==> src/rtl/imem_loader_pkg.sv <==
// Shared fetch/loader definitions: default memory geometry and loader state encoding.
package imem_loader_pkg;

  localparam int DEPTH_DEFAULT = 64;
  localparam int AW_DEFAULT    = 6;

  typedef enum logic [1:0] {
    IDLE = 2'd0,
    LOAD = 2'd1,
    DONE = 2'd2
  } load_state_t;

endpackage

==> src/rtl/imem_loader_if.sv <==
// Byte-load stream, fetch port and status bundle; master drives requests, slave is the loader.
interface imem_loader_if
  import imem_loader_pkg::*;
#(
  parameter int AW = AW_DEFAULT
);
  logic          start;
  logic [AW:0]   word_count;
  logic          byte_valid;
  logic [7:0]    byte_data;
  logic          byte_ready;
  logic [AW-1:0] fetch_addr;
  logic [31:0]   fetch_instr;
  logic          stall_req;
  logic          load_busy;
  logic          load_done;
  logic          err_clamp;

  modport master (
    output start, word_count, byte_valid, byte_data, fetch_addr,
    input  byte_ready, fetch_instr, stall_req, load_busy, load_done, err_clamp
  );

  modport slave (
    input  start, word_count, byte_valid, byte_data, fetch_addr,
    output byte_ready, fetch_instr, stall_req, load_busy, load_done, err_clamp
  );
endinterface

==> src/rtl/imem_wr.sv <==
// Instruction storage: one synchronous write port, one zero-latency combinational read port.
// Contents are deliberately left out of reset so a reset never wipes a loaded program.
module imem_wr
  import imem_loader_pkg::*;
#(
  parameter int DEPTH = DEPTH_DEFAULT,
  parameter int AW    = AW_DEFAULT
) (
  input  logic          clk,
  input  logic          we,
  input  logic [AW-1:0] waddr,
  input  logic [31:0]   wdata,
  input  logic [AW-1:0] raddr,
  output logic [31:0]   rdata
);

  logic [31:0] mem [DEPTH];

  always_ff @(posedge clk) begin
    if (we) mem[waddr] <= wdata;
  end

  assign rdata = mem[raddr];

endmodule

==> src/rtl/imem_loader.sv <==
// Serial byte loader into instruction memory; fetch reads are combinational outside LOAD.
// One byte per cycle when byte_ready, no back-pressure within a session; start ignored during LOAD.
module imem_loader
  import imem_loader_pkg::*;
#(
  parameter int DEPTH = DEPTH_DEFAULT,
  parameter int AW    = AW_DEFAULT
) (
  input  logic        clk,
  input  logic        reset,
  imem_loader_if.slave bus
);

  localparam logic [AW:0] DEPTH_W = (AW+1)'(DEPTH);
  localparam logic [AW:0] ONE_W   = (AW+1)'(1);

  load_state_t state, state_nxt;
  logic [AW:0] word_target;
  logic [AW:0] words_done;
  logic [1:0]  byte_idx;
  logic [23:0] partial;
  logic        err_q;
  logic        start_ok;
  logic        xfer;
  logic        word_end;
  logic        last_word;
  logic [AW:0] clamped;
  logic [31:0] rd_data;

  assign clamped   = (bus.word_count > DEPTH_W) ? DEPTH_W : bus.word_count;
  assign start_ok  = bus.start && (state != LOAD);
  assign xfer      = bus.byte_valid && (state == LOAD);
  assign word_end  = xfer && (byte_idx == 2'd3);
  assign last_word = ((words_done + ONE_W) == word_target);

  always_ff @(posedge clk or posedge reset) begin
    if (reset) state <= IDLE;
    else       state <= state_nxt;
  end

  always_comb begin
    state_nxt       = state;
    bus.byte_ready  = 1'b0;
    bus.stall_req   = 1'b0;
    bus.load_busy   = 1'b0;
    bus.load_done   = 1'b0;
    bus.fetch_instr = rd_data;
    case (state)
      IDLE, DONE: begin
        bus.load_done = (state == DONE);
        if (bus.start) state_nxt = (bus.word_count == '0) ? DONE : LOAD;
      end
      LOAD: begin
        bus.byte_ready  = 1'b1;
        bus.stall_req   = 1'b1;
        bus.load_busy   = 1'b1;
        bus.fetch_instr = 32'h0000_0000;
        if (word_end && last_word) state_nxt = DONE;
      end
      default: state_nxt = IDLE;
    endcase
  end

  // The 4th byte never lands in partial: it goes straight into the memory write.
  always_ff @(posedge clk or posedge reset) begin
    if (reset) begin
      word_target <= '0;
      words_done  <= '0;
      byte_idx    <= 2'd0;
      partial     <= 24'h0;
      err_q       <= 1'b0;
    end else if (start_ok) begin
      word_target <= clamped;
      words_done  <= '0;
      byte_idx    <= 2'd0;
      partial     <= 24'h0;
      err_q       <= (bus.word_count > DEPTH_W);
    end else if (xfer) begin
      byte_idx <= byte_idx + 2'd1;
      case (byte_idx)
        2'd0:    partial[7:0]   <= bus.byte_data;
        2'd1:    partial[15:8]  <= bus.byte_data;
        2'd2:    partial[23:16] <= bus.byte_data;
        default: begin
          partial    <= 24'h0;
          words_done <= words_done + ONE_W;
        end
      endcase
    end
  end

  assign bus.err_clamp = err_q;

  imem_wr #(
    .DEPTH (DEPTH),
    .AW    (AW)
  ) u_mem (
    .clk   (clk),
    .we    (word_end),
    .waddr (words_done[AW-1:0]),
    .wdata ({bus.byte_data, partial}),
    .raddr (bus.fetch_addr),
    .rdata (rd_data)
  );

endmodule

==> src/flat_wrapper.sv <==
// flat-port wrapper written by rule: the top's interface ports become plain ports
module imem_loader_flat import imem_loader_pkg::*;
#(
  parameter int DEPTH = DEPTH_DEFAULT,
  parameter int AW    = AW_DEFAULT
)
  (clk, reset, bus_start, bus_word_count, bus_byte_valid, bus_byte_data, bus_fetch_addr, bus_byte_ready, bus_fetch_instr, bus_stall_req, bus_load_busy, bus_load_done, bus_err_clamp);
  imem_loader_if #(.AW(AW)) bus_i ();
  input  logic clk;
  input  logic reset;
  input wire logic [$bits(bus_i.start)-1:0] bus_start;
  input wire logic [$bits(bus_i.word_count)-1:0] bus_word_count;
  input wire logic [$bits(bus_i.byte_valid)-1:0] bus_byte_valid;
  input wire logic [$bits(bus_i.byte_data)-1:0] bus_byte_data;
  input wire logic [$bits(bus_i.fetch_addr)-1:0] bus_fetch_addr;
  output wire logic [$bits(bus_i.byte_ready)-1:0] bus_byte_ready;
  output wire logic [$bits(bus_i.fetch_instr)-1:0] bus_fetch_instr;
  output wire logic [$bits(bus_i.stall_req)-1:0] bus_stall_req;
  output wire logic [$bits(bus_i.load_busy)-1:0] bus_load_busy;
  output wire logic [$bits(bus_i.load_done)-1:0] bus_load_done;
  output wire logic [$bits(bus_i.err_clamp)-1:0] bus_err_clamp;
  assign bus_i.start = bus_start;
  assign bus_i.word_count = bus_word_count;
  assign bus_i.byte_valid = bus_byte_valid;
  assign bus_i.byte_data = bus_byte_data;
  assign bus_i.fetch_addr = bus_fetch_addr;
  assign bus_byte_ready = bus_i.byte_ready;
  assign bus_fetch_instr = bus_i.fetch_instr;
  assign bus_stall_req = bus_i.stall_req;
  assign bus_load_busy = bus_i.load_busy;
  assign bus_load_done = bus_i.load_done;
  assign bus_err_clamp = bus_i.err_clamp;
  imem_loader #(.DEPTH(DEPTH), .AW(AW)) u_core (.clk(clk), .reset(reset), .bus(bus_i));
endmodule
==> config.mk <==
export PLATFORM = sky130hd
export DESIGN_NAME = imem_loader_flat
export DESIGN_NICKNAME = d
export VERILOG_FILES = /design/src/rtl/imem_loader_pkg.sv /design/src/rtl/imem_loader_if.sv /design/src/rtl/imem_wr.sv /design/src/rtl/imem_loader.sv /design/src/flat_wrapper.sv
export SDC_FILE = /design/constraint.sdc
export NUM_CORES = 2
export LEC_CHECK = 0
export BUFFER_PORTS_ARGS = -buffer_cell sky130_fd_sc_hd__buf_2
export CAP_MARGIN = 10
export CORE_UTILIZATION = 59
export CTS_BUF_LIST = sky130_fd_sc_hd__clkbuf_8
export DETAILED_ROUTE_END_ITERATION = 6
export PLACE_DENSITY = 0.78
export REMOVE_ABC_BUFFERS = 1
export SLEW_MARGIN = 20
export SYNTH_ARGS = -nofsm -noshare
export SYNTH_HDL_FRONTEND = slang
export SYNTH_HIERARCHICAL = 1
export SYNTH_SLANG_ARGS = --single-unit
==> constraint.sdc <==
create_clock -name clk -period 4.1 [get_ports clk]
set_clock_uncertainty 0.15 [all_clocks]
set_input_delay 0.615 -clock clk [delete_from_list [all_inputs] [get_ports clk]]
set_output_delay 0.615 -clock clk [all_outputs]
set_load 0.005 [all_outputs]
; ---- Word level (Yosys, flattened, before mapping)
; Memories as Yosys holds them, arrays and structs flattened.
; Cells that the tools add are included.
[word_totals]
latchBits = 0
rom_bits = 0
register_bits = 43
out_inout_bits = 37
memories = 1
wordCells = 63
ramBits = 2048
[classes]
div = 0
magnitude_cmp = 1
n_reduce_logical = 18
muxes = 20
addsub = 2
n_mul = 0
bitwise_logic = 0
shifts = 0
eq_ne = 13
[mem_list]
columns = name, depth, width, read_ports, rd_ports_with_merged_regs, write_ports, line
row1 = u_core.u_mem.mem, 64, 32, 1, 0, 1, imem_wr.sv:17  ; logic [31:0] mem [DEPTH];
[op_table]
columns = operator, n
row1 = 24-bit 2-to-1 mux, 2
row2 = 8-bit case mux with 2 select lines, 3
row3 = 32-bit 2-to-1 mux, 1
row4 = 7-bit 2-to-1 mux, 4
row5 = 2-bit 2-to-1 mux, 5
row6 = "2-bit by 1-bit != test with 1-bit output, second input constant", 5
row7 = 2-bit AND reduction, 5
row8 = 2-bit OR reduction, 4
row9 = "7-bit by 1-bit adder with 7-bit output, second input constant", 1
row10 = 7-bit == test, 1
row11 = "7-bit greater-than comparator, second input constant", 1
row12 = 7-bit logical NOT, 1
row13 = "2-bit == test, second input constant", 3
row14 = "2-bit by 1-bit == test with 1-bit output, second input constant", 2
row15 = 1-bit logical AND, 4
row16 = 2-bit logical NOT, 2
row17 = 1-bit 2-to-1 mux, 4
row18 = "2-bit != test, second input constant", 2
row19 = 2-bit case mux with 2 select lines, 1
row20 = 3-bit OR reduction, 1
row21 = "2-bit by 1-bit adder with 2-bit output, second input constant", 1
row22 = 2-bit nonzero test, 1

; ---- Longest topological paths before layout
[logic_depth]
depth_word = 6
ltp_mapped = 11

; ---- Hierarchy
; Netlist, hierarchy kept.
[by_module_without_submodules]
columns = module, instances, cells_per_inst, area_per_inst_um2, seq_area_each_um2
row1 = imem_wr, 1, 3292, 77874.7, 61499.0
row2 = imem_loader, 1, 269, 2454.9, 1076.0

; ---- Worst setup path before layout
; No wires, ideal clock.
[synth_timing]
path_type = input to register
from = input bus_byte_valid
to = memory u_core.u_mem.mem[48][0] (enable)
arrival_time_ns = 3.492
setup_slack_ns = -0.003
stages = 5
required_ns = 3.489
cell_sequence = nand4b_2 inv_1 nor2b_1 nand4b_1 nor3_1
[synth_via]
elab_chain_len = 4
[synth_rtl]
columns = item, line
row1 = from (decl), flat_wrapper.sv:13  ; input wire logic [$bits(bus_i.byte_valid)-1:0] bus_byte_valid;
row2 = 1-bit logical AND, imem_loader.sv:32  ; assign xfer = bus.byte_valid && (state == LOAD);
row3 = 1-bit logical AND, imem_loader.sv:33  ; assign word_end = xfer && (byte_idx == 2'd3);
row4 = named net u_core.word_end, imem_loader.sv:25  ; logic word_end;
row5 = 1-bit 2-to-1 mux, imem_wr.sv:20  ; if (we) mem[waddr] <= wdata;
row6 = 1-bit 2-to-1 mux (implied by the code), imem_wr.sv:20
row7 = to (decl), imem_wr.sv:17
; The timed path passes the listed nets, and every way through them passes these cells.

; ---- Final worst setup path
[layout_timing]
from = memory u_core.u_mem.mem[11][30]
to = output bus_fetch_instr[30]
[layout_via]
elab_chain_len = 2
[layout_rtl]
columns = item, line
row1 = memory read 64 x 32 bit, -
row2 = named net u_core.rd_data[30], imem_loader.sv:28  ; logic [31:0] rd_data;
row3 = 32-bit 2-to-1 mux, imem_loader.sv:48  ; case (state)
row4 = to (decl), flat_wrapper.sv:17  ; output wire logic [$bits(bus_i.fetch_instr)-1:0] bus_fetch_instr;
; The timed path passes the listed nets, and every way through them passes these cells.

==> impl_metrics.env <==
export IMPL_ir_drop_mv=0.536
export IMPL_placed_area_sq_mm=0.0850
export IMPL_hpwl_mm=111
export IMPL_worst_pin_slew_ns=1.12
export IMPL_power_frac_comb_pct=7.6
export IMPL_clockBufferDepth=4
export IMPL_cts_setup_buffers=0
export IMPL_io_buffer_count=61
export IMPL_fmax_mhz=247
export IMPL_chipHeight_microns=371
export IMPL_drive_gt1_share_pct=31.5
export IMPL_ios=62
export IMPL_root_buffer="clkbuf_8"
export IMPL_p_leak_nw=29.5
export IMPL_htree_levels=5
export IMPL_period_minus_slack_ns=4.06
export IMPL_antenna_found_initial=6
export IMPL_rr_endpoint="u_core/u_mem/mem[44][6]"
export IMPL_ys_ff_latch=2091
export IMPL_required_ns=3.34
export IMPL_switching_share_pct=24.7
export IMPL_stdcell_area_sq_mm=0.0907
export IMPL_max_stage_delay_ns=0.52
export IMPL_min_to="u_core/u_mem/mem[8][25]"
export IMPL_core_area_sq_mm=0.135
export IMPL_endpoint_kind="output pin"
export IMPL_grt_max_degree=66
export IMPL_rsz0062_at_grt="false"
export IMPL_grt_pass1_vias=41000
export IMPL_power_density_mw_per_mm2=502
export IMPL_vias=40800
export IMPL_gp_congestion=0.843
export IMPL_hold_start="bus_byte_data[1]"
export IMPL_crit_type="reg -> out"
export IMPL_postRouteAntennaNets=0
export IMPL_p_int_mw=34.3
export IMPL_die_w_microns=371
export IMPL_path_max_fanout=1
export IMPL_synth_warnings=6
export IMPL_clock_sinks=2091
export IMPL_synth_edf_count=2048
export IMPL_ff2ff_path_depth=9
export IMPL_synth_avg_cell_area_sq_um=22.6
export IMPL_path_clk_slew_ns=0.06
export IMPL_fin_tns_setup_ns=0
export IMPL_path_cells="mux4_2 > mux4_2 > o22ai_1 > nor2_1 > and2_1 > buf_2"
export IMPL_vias_per_cell=6.79
export IMPL_grt_pass1_wl_mm=282
export IMPL_hold_class="in -> reg"
export IMPL_ys_flop_type="edfxtp_1"
export IMPL_yosys_area_top_type="edfxtp_1"
export IMPL_yosysUniqueCellTypes=54
export IMPL_synth_compound_area_share_pct=1.98
export IMPL_drt_iter0_drc=5899
export IMPL_numCtsBuffers=318
export IMPL_drt_pass1_iter_count=7
export IMPL_slowest_stage="mux4_2"
export IMPL_grt_overflow=0
export IMPL_fin_nets=4035
export IMPL_period_share_pct=98.9
export IMPL_routed_wl_mm=199
export IMPL_status="complete, but fails checks"
export IMPL_yosysSeqAreaShare_pct=77.9
export IMPL_synth_area_leaders="edfxtp_1 77%, mux4_2 15%, dfrtp_1 1.3%"
export IMPL_cts_tree="done"
export IMPL_syn_area_sq_mm=0.0803
export IMPL_synthMostInstantiatedCell="edfxtp_1"
export IMPL_max_slew_margin_pct=25.5
export IMPL_synth_simple_area_share_pct=2.25
export IMPL_ff2ff_setup_slack_ns=0.60
export IMPL_yosysTopAreaCellShare_pct=76.6
export IMPL_holdWs_ns=0.0342
export IMPL_ys_async_sr_fraction_pct=2.06
export IMPL_start_util_pct=59.4
export IMPL_timing_rr_start="u_core/byte_idx[0]"
export IMPL_yosys_top_cells_count="2048 x edfxtp_1, 544 x mux4_2, 141 x nor2_1"
export IMPL_final_max_slew_viol_count=0
export IMPL_track_usage_pct=29.4
export IMPL_synth_top_family_by_area="multiplexers"
export IMPL_power_share_sequential_pct=59.4
export IMPL_setup_violations=0
export IMPL_area_growth_pct=13.0
export IMPL_finish_utilization_pct=67.1
export IMPL_dieArea_sq_mm=0.138
export IMPL_wire_per_inst_microns=33.1
export IMPL_synth_xor_area_share_pct=0.109
export IMPL_cap_viol_max_count=0
export IMPL_clockPowerShare_pct=33.1
export IMPL_clock_latency_ns=1.01
export IMPL_hold_violations=0
export IMPL_multi_input_area_sq_mm=0.0173
export IMPL_fill_cells=7919
export IMPL_critPathLaunchType="flip-flop"
export IMPL_layout_area_seq_sq_mm=0.0626
export IMPL_synthMuxAreaShare_pct=16.4
export IMPL_num_rows=135
export IMPL_drc=8
export IMPL_synth_fa_ha_area_share_pct=0.0779
export IMPL_total_power_mw=45.5
export IMPL_cp_common_cell="mux4_2"
export IMPL_synthCells=3561
export IMPL_arrival_ns=3.29
export IMPL_violations="design-rule violations"
export IMPL_switching_power_mw=11.2
export IMPL_hold_path_depth=1
## routing by layer
metal | track usage [%] | vias up | share of wire (%)
met1 | 41.8 | 21100 | 35
met3 | 6.55 | 462 | 14
met5 | 0 | - | 0
met2 | 44.4 | 3256 | 47
li1 | - | 16000 | -
met4 | 13.6 | 0 | 4.5
## state kept, by name, indices dropped and copies added, names as in the netlist
name / count
u_core/partial: 24
u_core/u_mem/mem: 2048
u_core/state: 2
u_core/byte_idx: 2
u_core/words_done: 7
u_core/bus.err_clamp: 1
u_core/word_target: 7
## worst max-delay path by stage
stage / from / to / cells after the start
after floorplan: bus_byte_valid / u_core/u_mem/mem[48][0] / 5
after global placement: bus_fetch_addr[0] / bus_fetch_instr[5] / 9
after detailed placement: bus_fetch_addr[0] / bus_fetch_instr[5] / 9
after CTS: u_core/u_mem/mem[30][9] / bus_fetch_instr[9] / 6
after global routing: u_core/u_mem/mem[11][30] / bus_fetch_instr[30] / 6
final: u_core/u_mem/mem[11][30] / bus_fetch_instr[30] / 6
## placed cells by master (no fill, tap or decap), types with 6 or more instances in the layout
master         count
mux4_2           544
nand3_1           40
clkbuf_8         326
nor2_1            79
dfrtp_2           10
nand3b_1          12
dfrtp_1           19
dfrtp_4           14
edfxtp_1        2048
and2_1            36
a21oi_2           10
a311oi_1           7
nand2b_1           9
mux2i_1           92
clkinv_2          23
a21oi_1           76
a22oi_1           12
dlygate4sd3_1     16
nor2b_1           15
or3_1              6
o221ai_1          27
buf_12            61
nor2_4            62
buf_4            185
nand2_1           67
o21ai_0            8
o22ai_1           81
clkinv_1          80
nor3_1             6
xnor2_1            7
buf_2             57
and3_1             6
inv_1            111
## through the flow
| stage | std cells | setup WS (ns) |
|---|---|---|
| after floorplan | 3362 | -0.194 |
| after global placement | 5449 | 0.101 |
| after detailed placement | 5449 | 0.0984 |
| after CTS | 6007 | 0.0182 |
| after global routing | 6009 | 0.00322 |
| final | 6010 | 0.0442 |
## cells by family after synthesis
kind of cell	after synthesis
buffers and inverters	207
AOI/OAI and AO/OA	245
adders and majority gates	5
muxes	637
xor gates and xnor gates	10
DFF	2091
and+or+nand+nor	366
## power by group through the flow
stage / logic (mW) / clock network (mW) / registers (mW)
6_report: 3.44 / 15.1 / 27.0
5_1_grt: 3.60 / 16.1 / 27.1
4_1_cts: 3.37 / 15.2 / 27.0
3_5_place_dp: 3.35 / 0 / 27.5
3_3_place_gp: 3.25 / 0 / 27.3
2_1_floorplan: 1.40 / 0 / 27.0
## worst max-delay path: cells and delay by family, from the launching register on
kind | cells | cell delay (ns)
simple gates | 2 | 0.31
compound gates | 1 | 0.45
mux | 2 | 1.00
flops | 1 | 0.38
buf+inv | 1 | 0.14
## cell type report
type | count | area share [%]
sequential | 2091 | 69.0
clock buffer | 326 | 4.94
inverter | 8 | 0.0331
multi-input combinational | 1263 | 19.0
tap | 1781 | 2.46
timing repair buffer | 323 | 3.45
antenna | 2 | 0.00552
clock inverter | 216 | 1.07
## repair_timing
action / in CTS / in global routing
endpoints found under the hold margin: 84 / 0
hold buffers: 16 / 0
gates resized for setup: 4 / 3
endpoints found under the setup margin: 4 / 2
No activity file was read; power rests on OpenSTA's default activity.
